===== config.mk =====
export PLATFORM = sky130hd
export DESIGN_NAME = apb_mst_bridge
export DESIGN_NICKNAME = d
export VERILOG_FILES = /design/src/rtl/apb_mst_bridge.sv
export SDC_FILE = /design/constraint.sdc
export NUM_CORES = 1
export LEC_CHECK = 0
export ABC_CLOCK_PERIOD_IN_PS = 3940
export CAP_MARGIN = 30
export CORE_MARGIN = 5
export CORE_UTILIZATION = 44
export CTS_CLUSTER_SIZE = 8
export DETAILED_ROUTE_END_ITERATION = 6
export PLACE_DENSITY_LB_ADDON = 0.15
export SETUP_SLACK_MARGIN = 0.4
export SLEW_MARGIN = 20
export SYNTH_ARGS = -nofsm -noshare
export SYNTH_HDL_FRONTEND = slang
export SYNTH_SLANG_ARGS = --single-unit
export TNS_END_PERCENT = 20

===== constraint.sdc =====
create_clock -name clk -period 3.94 [get_ports clk]
set_input_delay 0.788 -clock clk [delete_from_list [all_inputs] [get_ports clk]]
set_output_delay 0.788 -clock clk [all_outputs]
set_load 0.02 [all_outputs]

===== src/rtl/apb_mst_bridge.sv =====
// rtl/apb_mst_bridge.sv - valid/ready request channel to APB4 master bridge with PREADY timeout
module apb_mst_bridge #(
  parameter int ADDR_WIDTH = 32,
  parameter int DATA_WIDTH = 32,
  parameter int TIMEOUT    = 256
) (
  input  logic                    clk,
  input  logic                    srst,
  // request channel
  input  logic                    req_valid,
  output logic                    req_ready,
  input  logic [ADDR_WIDTH-1:0]   req_addr,
  input  logic                    req_write,
  input  logic [DATA_WIDTH-1:0]   req_wdata,
  input  logic [DATA_WIDTH/8-1:0] req_wstrb,
  input  logic [2:0]              req_prot,
  // response channel
  output logic                    rsp_valid,
  input  logic                    rsp_ready,
  output logic [DATA_WIDTH-1:0]   rsp_rdata,
  output logic                    rsp_err,
  // APB master side
  output logic                    psel,
  output logic                    penable,
  output logic [ADDR_WIDTH-1:0]   paddr,
  output logic                    pwrite,
  output logic [DATA_WIDTH/8-1:0] pstrb,
  output logic [2:0]              pprot,
  output logic [DATA_WIDTH-1:0]   pwdata,
  input  logic [DATA_WIDTH-1:0]   prdata,
  input  logic                    pslverr,
  input  logic                    pready
);

  // A disabled timeout still needs a legal one-bit counter.
  localparam int CW = (TIMEOUT > 0) ? $clog2(TIMEOUT + 1) : 1;
  localparam logic [CW-1:0] TO_LAST = (TIMEOUT > 0) ? CW'(TIMEOUT - 1) : '0;

  typedef enum logic [1:0] {
    IDLE   = 2'd0,
    SETUP  = 2'd1,
    ACCESS = 2'd2
  } state_t;

  state_t                    state_q;
  logic                      psel_q;
  logic                      penable_q;
  logic [ADDR_WIDTH-1:0]     paddr_q;
  logic                      pwrite_q;
  logic [DATA_WIDTH/8-1:0]   pstrb_q;
  logic [2:0]                pprot_q;
  logic [DATA_WIDTH-1:0]     pwdata_q;
  logic                      rsp_valid_q;
  logic [DATA_WIDTH-1:0]     rsp_rdata_q;
  logic                      rsp_err_q;
  logic [CW-1:0]             cnt_q;
  logic [CW-1:0]             cnt_d;
  logic                      timeout_hit;
  logic                      accept;

  // Accept only from registered state so rsp_ready never reaches req_ready combinationally.
  assign req_ready   = (state_q == IDLE) && !rsp_valid_q;
  assign accept      = req_valid && req_ready;
  assign cnt_d       = cnt_q + CW'(1);
  assign timeout_hit = (TIMEOUT != 0) && (cnt_q == TO_LAST);

  assign psel      = psel_q;
  assign penable   = penable_q;
  assign paddr     = paddr_q;
  assign pwrite    = pwrite_q;
  assign pstrb     = pstrb_q;
  assign pprot     = pprot_q;
  assign pwdata    = pwdata_q;
  assign rsp_valid = rsp_valid_q;
  assign rsp_rdata = rsp_rdata_q;
  assign rsp_err   = rsp_err_q;

  // Transfer FSM with registered APB outputs and the one-entry response buffer.
  always_ff @(posedge clk) begin
    if (srst) begin
      state_q     <= IDLE;
      psel_q      <= 1'b0;
      penable_q   <= 1'b0;
      paddr_q     <= '0;
      pwrite_q    <= 1'b0;
      pstrb_q     <= '0;
      pprot_q     <= '0;
      pwdata_q    <= '0;
      rsp_valid_q <= 1'b0;
      rsp_rdata_q <= '0;
      rsp_err_q   <= 1'b0;
      cnt_q       <= '0;
    end else begin
      if (rsp_valid_q && rsp_ready) begin
        rsp_valid_q <= 1'b0;
      end
      case (state_q)
        IDLE: begin
          if (accept) begin
            paddr_q  <= req_addr;
            pwrite_q <= req_write;
            pwdata_q <= req_wdata;
            pstrb_q  <= req_write ? req_wstrb : '0;
            pprot_q  <= req_prot;
            psel_q   <= 1'b1;
            state_q  <= SETUP;
          end
        end
        SETUP: begin
          penable_q <= 1'b1;
          cnt_q     <= '0;
          state_q   <= ACCESS;
        end
        ACCESS: begin
          if (pready) begin
            rsp_valid_q <= 1'b1;
            rsp_rdata_q <= (!pwrite_q && !pslverr) ? prdata : '0;
            rsp_err_q   <= pslverr;
            psel_q      <= 1'b0;
            penable_q   <= 1'b0;
            state_q     <= IDLE;
          end else if (timeout_hit) begin
            // Hung slave: release the bus and report an error; a late pready lands in IDLE and is ignored.
            rsp_valid_q <= 1'b1;
            rsp_rdata_q <= '0;
            rsp_err_q   <= 1'b1;
            psel_q      <= 1'b0;
            penable_q   <= 1'b0;
            state_q     <= IDLE;
          end else begin
            cnt_q <= cnt_d;
          end
        end
        default: begin
          psel_q    <= 1'b0;
          penable_q <= 1'b0;
          state_q   <= IDLE;
        end
      endcase
    end
  end

endmodule


==> flow_summary.toml <==
[clock_tree]
cts_made_buffers = 17
post_cts_buffers = 0
ctsHoldBuffers = 0
clock_path_buffers = 2
cts-root-buf = "clkbuf_8"
cts_tree = "yes"
post_cts_resize_count = 0
cts_sinks = 119
ctsHtreeMaxLevel = 4
clk_pin_slew_ns = 0.06
clk_latency_ns = 0.51

[place]
postPlaceCellArea_sq_um = 6670
placed_cells = 856
gp_congestion = 0.792
hpwl_um = 9700
portBuffers = 218

[logic_synthesis]
synth.distinct_cells = 30
synth_top_area_share_pct = 52.6
dominantRegCellSynth = "dfxtp_1"
syn_area_per_cell_sq_um = 8.34
netlist_top_cells_count = "nand2_1, dfxtp_1, a21oi_1"
synth_edf_count = 0
synthesis.nets = 656
synth_area_leaders = "dfxtp_1, a21oi_1, nand2_1"
synth_cells = 543
yosysMostFrequentCell = "nand2_1"
yosysTopAreaCell = "dfxtp_1"
ys.warnings.count = 0
syn_area_sq_um = 4530
synth-seq-cells = 119
synthArstFlopShare_pct = 0
yosysSeqAreaShare_pct = 52.6

[floorplanning]
fp.dieW_um = 111
initial_core_util_pct = 44.5
rows = 37
io_pins = 219
coreArea_sq_um = 10200
dieArea_sq_um = 12400
die_y_um = 111

[drt]
vias_per_cell = 5.13
drt-initial-drc-count = 265
routed_wl_um = 14000
vias = 4561
routedWlPerCell_um = 15.7
antenna_left = 0
drtPass1Iterations = 4
post-route-drc-count = 0

[global_route]
grt_pass1_wl_um = 22500
grtUsageTotal_pct = 22.0
grt_max_degree = 74
grt_pass1_vias = 4590
antenna_found_initial = 0
grt-ovfl-total = 0

[worst_setup_path]
path_buf_inv = 1
crit_slowest_cell = "clkdlybuf4s50_1"
reg2reg_slack_ns = 1.69
start_kind = "flip-flop"
worstPathCellList = "nor3_1 -> clkdlybuf4s50_1"
reg2reg_depth = 8
worst-setup-path-type = "reg -> out"
reg2reg_to = "rsp_rdata[24]"
required_ns = 3.15
cp_top_family = "buffers and inverters"
timing.critical_path.fanout_max = 10
critPathCaptureType = "output port"
r2r-start = "cnt_q[0]"
arrival_ns = 1.79
cpPeakStageDelay_ns = 0.63

[min_path]
hold_start = "pstrb[1]"
hold_depth = 2
holdPathEnd = "pstrb[1]"
hp-class = "reg -> reg"

[layout]
fin_area_sq_um = 7330
diodes = 0
final_cells = 889
area_growth_pct = 61.8
drive_above_1_share_pct = 6.11
fillers = 797
fin_nets = 853

[power]
p_leak_nw = 2.59
power_density_nw_per_um2 = 466
ir_drop_mv = 0.283

[timing]
rsz0062_at_grt = "false"
finalCritPeriodShare_pct = 65.4
setup_tns_ns = 0
worstMarginPinSlew_ns = 0.810
timing.hold.ws_ns = 0.450
fmax_mhz = 388
max_slew_margin_pct = 45.8
drv_slew = 0
period_needed_ns = 2.58
hold_viol_final = 0
setup_viol = 0
fin_skew_ns = 0.0100

[job]
max_cap_viol_count = 0

[status]
status = "complete, no violations"
## worst reg2reg max path: stages (launching register included)
cell	delay [ns]
dfxtp_1	0.36
ha_1	0.23
nand3_1	0.08
nor2_1	0.06
ha_1	0.20
nor2_1	0.62
buf_4	0.34
o21ai_0	0.11
a21oi_1	0.17
## logic make-up after synthesis
kind of cell	Yosys count	synth area share (%)
AND/OR/NAND/NOR	214	22.5
AO/OA/AOI/OAI	155	17.8
flip-flops	119	52.6
buffers and inverters	50	5.88
adder cells (fa/ha/maj)	3	0.829
multiplexers	2	0.442
## layer usage
layer	routed length, um	global-route usage [%]
met1	5320	24.0
met4	456	9.16
met2	6830	37.0
met5	0	0
met3	1350	10.2
## area by class of cell
cell class              instances  area, sq um  area share (%)
flip-flops and latches        119         2380            32.5
repair buffers                224         2230            30.5
multi-input cells             374         1890            25.7
clock buffers                  20          455            6.21
clock inverters                12          188            2.56
well taps                     136          170            2.32
inverters                       4         15.0           0.205
## stage by stage
stage	worst slack (ns)	utilization (%)	power, W
after global routing	1.30	72.0	0.00354
after floorplan	1.94	-	0.00154
after detailed placement	1.27	65.5	0.00179
final	1.36	72.0	0.00341
after global placement	1.30	65.5	0.00178
after CTS	1.35	71.8	0.00344
## cell usage in the layout (no fill, tap or decap), types with 2 or more instances in the layout
cell	Yosys	routed
a211oi_2	2	2
a21oi_1	114	114
buf_4	0	6
bufinv_16	0	4
clkbuf_16	0	16
clkbuf_8	0	4
clkdlybuf4s50_1	0	217
clkinv_4	0	2
clkinvlp_4	0	2
dfxtp_1	119	119
ha_1	3	3
inv_1	4	4
inv_6	0	4
mux2i_1	2	2
nand2_1	144	144
nand2b_1	5	5
nand3_1	13	13
nand3b_1	32	32
nor2_1	4	4
o21ai_0	34	34
o31ai_1	3	3
or3_1	4	4
or4_1	2	2
## flip-flops by register name (all words and copies together) (netlist names)
signal / count
pprot: 3
paddr: 32
pwrite: 1
rsp_err: 1
pwdata: 32
state_q: 2
penable: 1
pstrb: 4
rsp_valid: 1
psel: 1
cnt_q: 9
rsp_rdata: 32
## power breakdown
group          internal, W  total, W  switching (W)
registers          0.00126   0.00129      0.0000322
logic             0.000236  0.000468       0.000232
clock network      0.00109   0.00165       0.000566
## worst max-delay path by stage
stage | endpoint | slack [ns] | start | depth (start not counted)
global route | req_ready | 1.30 | state_q[1] | 2
detailed placement | rsp_rdata[24] | 1.27 | pready | 5
floorplan | cnt_q[2] | 1.94 | cnt_q[0] | 8
CTS | req_ready | 1.35 | state_q[1] | 2
finish | req_ready | 1.36 | state_q[1] | 2
global placement | paddr[21] | 1.30 | req_valid | 5
No activity file was read; power rests on OpenSTA's default activity.
